### src/rtl/demux_pkg.sv
// Shared types and constants for the 1-to-4 packet-aware stream demux.
package demux_pkg;
   localparam int NUM_OUT = 4;
   localparam int SEL_W   = 2;

   typedef enum logic {IDLE, LOCKED} state_e;

   localparam logic [SEL_W-1:0] SEL_D0 = 2'b00;
   localparam logic [SEL_W-1:0] SEL_D1 = 2'b01;
   localparam logic [SEL_W-1:0] SEL_D2 = 2'b10;
   localparam logic [SEL_W-1:0] SEL_D3 = 2'b11;

   function automatic logic [NUM_OUT-1:0] sel_onehot(input logic [SEL_W-1:0] sel);
      logic [NUM_OUT-1:0] oh;
      oh = '0;
      case (sel)
         SEL_D0:  oh = 4'b0001;
         SEL_D1:  oh = 4'b0010;
         SEL_D2:  oh = 4'b0100;
         SEL_D3:  oh = 4'b1000;
         default: oh = '0;
      endcase
      return oh;
   endfunction
endpackage

### src/rtl/demux_out_reg.sv
// One-entry valid/ready output buffer, 1-cycle latency from load.
// Holds data/last while valid && !ready; reloads on the same cycle it drains.
module demux_out_reg #(
   parameter int DW = 8
) (
   input  logic          clk,
   input  logic          reset,
   input  logic          load,
   input  logic [DW-1:0] data_in,
   input  logic          last_in,
   input  logic          ready,
   output logic          valid,
   output logic [DW-1:0] data,
   output logic          last
);
   logic          valid_q, valid_d;
   logic [DW-1:0] data_q;
   logic          last_q;

   // The top only asserts load when the buffer is empty or draining this cycle.
   always_comb begin
      valid_d = load | (valid_q & ~ready);
   end

   always_ff @(posedge clk) begin
      if (reset) begin
         valid_q <= 1'b0;
         data_q  <= '0;
         last_q  <= 1'b0;
      end else begin
         valid_q <= valid_d;
         if (load) begin
            data_q <= data_in;
            last_q <= last_in;
         end
      end
   end

   assign valid = valid_q;
   assign data  = data_q;
   assign last  = last_q;
endmodule

### src/rtl/demux_1to4_stream.sv
// Packet-aware 1-to-4 stream demux, 1-cycle latency; in_ready follows only the target buffer.
// Select locks on the first beat until in_last. DEMUX_COUNT_EN adds per-output beat_cnt.
module demux_1to4_stream
   import demux_pkg::*;
#(
   parameter int DW = 8
`ifdef DEMUX_COUNT_EN
   ,
   parameter int CNT_W = 16
`endif
) (
   input  logic                  clk,
   input  logic                  reset,
   input  logic [DW-1:0]         in_data,
   input  logic [SEL_W-1:0]      in_sel,
   input  logic                  in_last,
   input  logic                  in_valid,
   output logic                  in_ready,
   output logic [NUM_OUT*DW-1:0] out_data,
   output logic [NUM_OUT-1:0]    out_last,
   output logic [NUM_OUT-1:0]    out_valid,
   input  logic [NUM_OUT-1:0]    out_ready,
   output logic                  busy,
`ifdef DEMUX_COUNT_EN
   output logic [SEL_W-1:0]      cur_sel,
   output logic [NUM_OUT*CNT_W-1:0] beat_cnt
`else
   output logic [SEL_W-1:0]      cur_sel
`endif
);
   state_e             state_q, state_d;
   logic [SEL_W-1:0]   cur_sel_q, cur_sel_d;
   logic [SEL_W-1:0]   target;
   logic               accept;
   logic [NUM_OUT-1:0] load;

   always_comb begin
      target    = (state_q == LOCKED) ? cur_sel_q : in_sel;
      in_ready  = !out_valid[target] || out_ready[target];
      accept    = in_valid && in_ready;
      load      = accept ? sel_onehot(target) : '0;
      state_d   = state_q;
      cur_sel_d = cur_sel_q;
      case (state_q)
         IDLE: begin
            if (accept && !in_last) begin
               state_d   = LOCKED;
               cur_sel_d = in_sel;
            end
         end
         LOCKED: begin
            if (accept && in_last) begin
               state_d   = IDLE;
               cur_sel_d = SEL_D0;
            end
         end
         default: begin
            state_d   = IDLE;
            cur_sel_d = SEL_D0;
         end
      endcase
   end

   always_ff @(posedge clk) begin
      if (reset) begin
         state_q   <= IDLE;
         cur_sel_q <= SEL_D0;
      end else begin
         state_q   <= state_d;
         cur_sel_q <= cur_sel_d;
      end
   end

   assign busy    = (state_q == LOCKED);
   assign cur_sel = cur_sel_q;

   for (genvar g = 0; g < NUM_OUT; g++) begin : g_out
      demux_out_reg #(.DW(DW)) u_out (
         .clk     (clk),
         .reset   (reset),
         .load    (load[g]),
         .data_in (in_data),
         .last_in (in_last),
         .ready   (out_ready[g]),
         .valid   (out_valid[g]),
         .data    (out_data[g*DW +: DW]),
         .last    (out_last[g])
      );
   end

`ifdef DEMUX_COUNT_EN
   logic [CNT_W-1:0] cnt_q [NUM_OUT];

   // Counts consumer handshakes, so a beat discarded by reset is never counted.
   always_ff @(posedge clk) begin
      if (reset) begin
         for (int i = 0; i < NUM_OUT; i++) cnt_q[i] <= '0;
      end else begin
         for (int i = 0; i < NUM_OUT; i++)
            if (out_valid[i] && out_ready[i]) cnt_q[i] <= cnt_q[i] + CNT_W'(1);
      end
   end

   for (genvar g = 0; g < NUM_OUT; g++) begin : g_cnt
      assign beat_cnt[g*CNT_W +: CNT_W] = cnt_q[g];
   end
`endif
endmodule

### config.mk
export PLATFORM = sky130hd
export DESIGN_NAME = demux_1to4_stream
export DESIGN_NICKNAME = d
export VERILOG_FILES = /design/src/rtl/demux_pkg.sv /design/src/rtl/demux_out_reg.sv /design/src/rtl/demux_1to4_stream.sv
export SDC_FILE = /design/constraint.sdc
export NUM_CORES = 1
export LEC_CHECK = 0
export BUFFER_PORTS_ARGS = -buffer_cell sky130_fd_sc_hd__buf_2
export CAP_MARGIN = 10
export CORE_MARGIN = 2
export CORE_UTILIZATION = 35
export CTS_BUF_LIST = sky130_fd_sc_hd__clkbuf_4 sky130_fd_sc_hd__clkbuf_8
export DETAILED_ROUTE_END_ITERATION = 12
export GPL_TIMING_DRIVEN = 0
export MAX_ROUTING_LAYER = met4
export PLACE_DENSITY = 0.62
export SLEW_MARGIN = 40
export SYNTH_ARGS = -nofsm -noshare
export SYNTH_HDL_FRONTEND = slang
export SYNTH_SLANG_ARGS = --single-unit
### constraint.sdc
create_clock -name clk -period 5 [get_ports clk]
set_input_delay 1 -clock clk [delete_from_list [all_inputs] [get_ports clk]]
set_output_delay 1 -clock clk [all_outputs]
set_load 0.005 [all_outputs]
======== Word level (Yosys, flattened, before mapping) ========
Index checks and enable logic that the tools add are counted.
storage, ports and cells
  output and inout bits ................... 44
  flip-flop bits (word level) ............. 43
  word-level logic and storage cells ...... 54
cells by class
  bitwise operators ....................... 13
  order comparisons ....................... 1
  reduce and logical (&&, ||, !) cells .... 8
  mux-type cells .......................... 13
  equal/unequal tests ..................... 5
operator list
  kind                                                  count
  one-hot mux 4 bit (4 select lines)                    1
  two-way mux 2 bit                                     3
  NOT 1 bit                                             5
  bitwise AND 1 bit                                     4
  binary-select mux 1 bit (select 2 bit)                2
  equality test 2 bit (second input constant)           2
  two-way mux 1 bit                                     4
  two-way mux 4 bit                                     1
  OR 1 bit                                              4
  one-hot mux 2 bit (2 select lines)                    1
  logical AND 1 bit                                     3
  < comparator 2 x 3 -> 1 bit (second input constant)   1
  equality test 2 x 1 -> 1 bit (second input constant)  1
  logical NOT 1 bit                                     2
  logical NOT 2 bit                                     1
  != test 2 x 1 -> 1 bit (second input constant)        1
  != test 2 bit (second input constant)                 1
  one-hot mux 1 bit (2 select lines)                    1
  AND reduction 2 bit                                   1
  logical OR 1 bit                                      1

======== Longest topological paths before layout ========
Gate-level depths: netlist of the first run.
  word-level depth ........................ 9
  depth in mapped cells ................... 6
  gate-level depth less buffers ........... 4

======== By module ========
Synthesis of the first run repeated with hierarchy kept, for this count alone.
second synthesis, totals
  cells, all modules ...................... 169
  area total of the unflattened synthesis .. 1739.2 sq um
by module, submodules not included
  module             cells an instance  times used  area each (sq um)  seq. area each (sq um)
  demux_out_reg      33                 4           355.3              200.2
  demux_1to4_stream  37                 1           317.8              60.1

======== Least setup slack after synthesis of the first run ========
No wires, ideal clock.
  kind .................................... input to output
  from .................................... input port in_sel[1]
  to ...................................... output port in_ready
  stages .................................. 3
  slack ................................... 2250 ps
  buffers on the path ..................... 0
  arrival ................................. 1750 ps
  cells stage by stage .................... mux2i_1 mux2i_1 mux2i_1
between the ends
  cells in the longest elaborated chain, start to end .. 5
  elaborated cells on any way between the ends .. 7
RTL lines
  element                                  RTL line                 text
  start, declared                          demux_1to4_stream.sv:15  input logic [SEL_W-1:0] in_sel,
  two-way mux 2 bit *                      demux_1to4_stream.sv:38  target = (state_q == LOCKED) ? cur_sel_q : in_sel;
  binary-select mux 1 bit (select 2 bit)   demux_1to4_stream.sv:39  in_ready = !out_valid[target] || out_ready[target];
  two-way mux 1 bit (not written as such)  demux_1to4_stream.sv:39
  logical NOT 1 bit                        demux_1to4_stream.sv:39
  logical OR 1 bit *                       demux_1to4_stream.sv:39
  end, declared                            demux_1to4_stream.sv:18  output logic in_ready,
Mark *: on every way between the ends. The rest lies on a longest branch, timed or not. The select of a mux whose other input is x is not followed.

======== Worst setup path in the final report of the first run ========
Same ends and word-level chain as after synthesis.

==> results of run 1 <==
stage by stage:
stage | instances | setup slack (ps) | hold WS, ps | util | cell area [um2]
after CTS | 305 | 1880 | 502 | 0.466 | 2220
after detailed placement | 297 | 1880 | 483 | 0.444 | 2110
after global routing | 305 | 1780 | 522 | 0.466 | 2220
after floorplan | 171 | 2250 | 465 | - | 1730
after global placement | 297 | 1860 | 470 | 0.444 | 2110
final | 305 | 1890 | 496 | 0.466 | 2220
flip-flops by register name, indices dropped and copies added (netlist names), named ones only:
name	count
g_out.u_out.valid	4
g_out.u_out.last	4
g_out.u_out.data	32
cur_sel	2
final cells by class:
| cell class | count | area (um2) |
|---|---|---|
| multi-input combinational | 108 | 749 |
| buffer | 19 | 120 |
| inverter | 1 | 3.75 |
| tap | 67 | 83.8 |
| timing repair buffer | 59 | 295 |
| clock buffer | 8 | 104 |
| fill | 484 | 2540 |
| sequential | 43 | 861 |
Yosys cell counts (2+ instances only):
cell type	count
a21oi_1	4
buf_2	3
buf_4	8
buf_6	2
clkbuf_1	5
dfxtp_1	43
mux2i_1	41
nand2_1	3
nand2b_1	6
nand4_1	2
nor2_1	39
logic make-up after synthesis:
| kind of cell | Yosys count |
|---|---|
| simple gates | 55 |
| mux | 43 |
| flops | 43 |
| buf+inv | 20 |
| compound gates | 9 |
| xor+xnor | 1 |
per-layer routing:
metal,vias up,wire length (um),track usage
li1,697,-,-
met4,0,47,0.0536
met1,624,1830,0.184
met3,5,207,0.0407
met2,41,1760,0.234
met5,-,0,-
path summary, 6_finish.rpt:
check	slack, ps	endpoint	start
hold / removal	500	g_out[0].u_out.data[0]	g_out[0].u_out.data[0]
setup reg to reg	3080	register	register
setup / recovery	1890	in_ready	in_sel[1]
hold reg to reg	500	g_out[0].u_out.data[0]	g_out[0].u_out.data[0]
cell usage in the layout, fill, tap and decap left out, types with 2 or more instances in the layout:
| cell | count |
|---|---|
| nand4_1 | 2 |
| dfxtp_1 | 43 |
| nand2b_1 | 6 |
| buf_4 | 8 |
| buf_6 | 2 |
| clkbuf_8 | 7 |
| nor2_1 | 39 |
| a21oi_1 | 4 |
| nand2_1 | 3 |
| clkbuf_1 | 5 |
| mux2i_1 | 41 |
| buf_2 | 62 |
critical path, delay by kind of cell:
kind,cells,cell delay (ps)
muxes,3,870
buffers and inverters,2,250
report_power, final:
part	internal [mW]	switching (mW)
Clock	0.131	0.109
Sequential	0.359	0.00818
Combinational	0.0488	0.0494
Total	0.539	0.166
==> results.md, run 1 <==
- Post-synth EDFFs: 0
- Maximum Capacitance Violations: 0
- Worst VDD drop: 164 uV
- Inserted Diodes: 0
- Vias in the first global route: around 1200
- Final Setup Violations: 0
- TritonRoute pass-1 iters: 4
- Clock root buffer: clkbuf_8
- ANT nets after route: 0
- RSZ-0062 raised after global routing: false
- Xor/xnor share of the synthesized area: 0.00505
- Total routed wirelength: 3850 um
- Synth top area cells: dfxtp_1 50%, mux2i_1 24%, nor2_1 8.4%
- Syn avg cell area: around 10 um2
- Synthesized flop and latch total: 43
- Cell taking the most area after synthesis: dfxtp_1
- Synth Area in Compound Gates: 0.0332
- Die Y: 74.4 um
- Hold-fix buffer count after cts: 0
- Area share of the largest cell type after synthesis: 0.496
- Cells after Synth: roughly 170
- CP endpoint kind: output pin
- Worst slew pin tran: between 500 and 600 ps
- Die W: 74.4 um
- Crit path max fanout: 6
- Setup crit start kind: input port
- WL/cell: 12.6 um
- I/O Pins: 62
- Yosys warns: 0
- Outcome: complete, no violations
- First-pass GRT wire length: slightly below 6000 um
- Netlist cell types: 26
- Length in cells of the worst reg-to-reg path: 5
- Period utilization: 0.622
- Critical Path RT: around 4000 ps
- Mapped Nets: 189
- Row Count: 25
- CTS max path bufs: 2
- Synth Area in Simple Gates: 0.142
- Dpl hpwl: between 2000 and 3000 um
- Mux contribution to synthesized area: 0.252
- Reg clk slew, reported paths: about 70 ps
- Max incr delay on CP: about 400 ps
- Cts repair resizes: 0
- Initial Util: 0.365
- Crit path top cell by count: mux2i_1
- Grt ovf: 0
- Synth async-reset ratio: 0
- Share of cells above drive strength 1: 0.349
- Synth Cell Area: approximately 1700 um2
- WS Path Type: in2out
- Initial antenna violation count: 0
- Die ar.: about 5500 um2
- Initial DRC Count: 30
- Min Tclk post-route: 3110 ps
- Tot GR Track Use: 0.149
- # DRC: 0
- Layout area overhead: 27.9%
- Crit-path cells: buf_2 -> mux2i_1 -> mux2i_1 -> mux2i_1 -> buf_2
- Leakage: approximately 1.2 nW
- Vias: 1367
- Final Hold Viols: 0
- Worst Path Arrival: approximately 2100 ps
- Routed vias/inst: between 4 and 5
- Port Buffers: roughly 60
- Slew Limit Fails: 0
- Largest family of logic cells by synthesized area: multiplexers
- Placer Congestion: between 0.8 and 0.9
- Max stage delay cell, worst path: mux2i_1
- Adder-cell share of the synthesized area: 0
- Max Fclk: 321 MHz
- Core Area: between 4000 and 5000 um2
- Sequential-to-total area share from yosys stat: 0.496
- Clock Sinks: 43
- Synth Flop Type: dfxtp_1
- Min-Delay Path Depth: 2
- Postcts setup bufs: 0
- Clock Latency Late Sink: about 280 ps
- Worst relative slew slack: 0.647
- Power Density: roughly 320 nW/um2
- Largest net degree at the start of global routing: 13
- Setup_tns: 0 ps
- Htree depth: 2
- Num CTS Buffers: 5
- CTS tree: done
- Worst Hold Class: reg2reg
- Nets: approximately 260
- Power Total: between 0.7 and 0.8 mW
- Worst Skew: 4.27 ps
(Power assumes the default switching activity.)
==> run 2: changes to the inputs <==
PLACE_DENSITY = 0.64   (was 0.62)
clock period = 2.7 ns   (was 5 ns; I/O delays follow)
==> run 2 against run 1 <==
Net effect:
- combinational power rose by 85%
- first-iteration DRC count rose by 60%
- register-to-register slack got worse by 2300 ps
- wire length rose by 0.13%
- highest routed layer unchanged
- core utilization fell by 0.32 points
- clock power rose by 69%
- clock-buffer cell count fell by 2
- setup slack got worse by 1600 ps
- critical path depth did not move
- die area did not move
- final cell count did not move
==> results.md, run 2 (synthesized netlist as in run 1, its figures left out) <==
- Worst Path Arrival: roughly 1900 ps
- Inserted Diodes: 0
- Nets: 255
- Critical Path RT: around 2200 ps
- Hold-fix buffer count after cts: 0
- Share of cells above drive strength 1: 0.349
- Switching part of the total: 0.254
- Pint: between 0.9 and 1 mW
- Placed cells: between 200 and 300
- Maximum Capacitance Violations: 0
- Tot GR Track Use: 0.148
- Pre-CTS setup slack: between 500 and 600 ps
- WL/cell: ~13 um
- Outcome: complete, no violations
- Min Tclk post-route: 2410 ps
- Core Area: 4750 um2
- Vias in the first global route: approximately 1200
- Vias: 1348
- Final worst slack: ~290 ps
- Final instance area: 2200 um2
- Initial Util: 0.365
- Fin cells: 305
- Placed Area: between 2000 and 2500 um2
- Worst hold start: g_out[1].u_out.data[0]
- Final Hold Viols: 0
- Commonest cells after routing, fill and taps aside: 62 x buf_2, 43 x dfxtp_1, 41 x mux2i_1
- Worst slew pin tran: between 500 and 600 ps
- Power Density: around 580 nW/um2
- Routed vias/inst: around 4.4
- Clock Power Share: 0.320
- Grt ovf: 0
- Setup_tns: 0 ps
- Worst VDD drop: roughly 370 uV
- Worst Skew: just over 7 ps
- Dpl hpwl: between 2000 and 3000 um
- Die Y: 74.4 um
- Max reg flops: 32
- Placer Congestion: about 0.76
- Most common cell after layout, fill and taps aside: buf_2
- CTS tree: done
- ANT nets after route: 0
- Leakage: 1.24 nW
- Comb pwr share: 0.144
- Postcts setup bufs: 0
- Clock Latency Late Sink: roughly 290 ps
- Initial antenna violation count: 0
- TritonRoute pass-1 iters: 4
- Die W: between 70 and 80 um
- RSZ-0062 raised after global routing: false
- Htree depth: 2
- Clock root buffer: clkbuf_8
- Max Fclk: roughly 410 MHz
- Total routed wirelength: 3850 um
- Final Setup Violations: 0
- Switching power total: approximately 0.32 mW
- Port Buffers: about 60
- Worst relative slew slack: 0.629
- WS Path Type: reg2out
- Period utilization: 0.893
- Num CTS Buffers: 5
- Die ar.: approximately 5500 um2
- CP endpoint kind: output pin
- Initial DRC Count: 48
- Power Total: 1.27 mW
- I/O Pins: 62
- Clock Sinks: 43
- Hold_ws: between 400 and 500 ps
- Crit path max fanout: 6
- Reg clk slew, reported paths: roughly 80 ps
- First-pass GRT wire length: between 5000 and 6000 um
- Slew Limit Fails: 0
- Final Util: 0.463
- Worst Hold Class: reg2reg
- Cts repair resizes: 0
- Setup crit start kind: register
- Row Count: 25
- # DRC: 0
- Flop pwr share: 0.536
- CTS max path bufs: 2
- Layout area overhead: 27.0%
- Largest net degree at the start of global routing: 14
-- run 2: power by group through the flow --
stage                     sequential (mW)  combinational (mW)  clock [mW]
final                               0.679               0.182       0.406
after detailed placement            0.694               0.184           0
after global routing                0.683               0.201       0.450
after CTS                           0.680               0.185       0.420
after floorplan                     0.695               0.113           0
after global placement              0.693               0.183           0
-- run 2: final cells by class --
type | instances | area, um2
fill | 499 | 2550
tap | 67 | 83.8
clock buffer | 6 | 76.3
timing repair buffer | 59 | 295
buffer | 19 | 120
clock inverter | 2 | 12.5
multi-input combinational | 108 | 749
sequential | 43 | 861
inverter | 1 | 3.75
-- run 2: worst max-delay path: stages, from the launching register on --
cell     delay [ps]
dfxtp_1         340
buf_6           130
mux2i_1         490
mux2i_1         360
mux2i_1         110
buf_2           140
-- run 2: path summary, 6_finish.rpt --
kind                       endpoint  slack [ps]  cells past startpoint
min reg2reg  g_out[1].u_out.data[0]         500                      2
max reg2reg                register         760                      5
max                        in_ready         290                      5
min          g_out[1].u_out.data[0]         500                      2
-- run 2: layer usage --
metal	track usage	routed length, um
met4	0.0476	54
met1	0.191	1840
met3	0.0474	237
met2	0.221	1720
met5	-	0
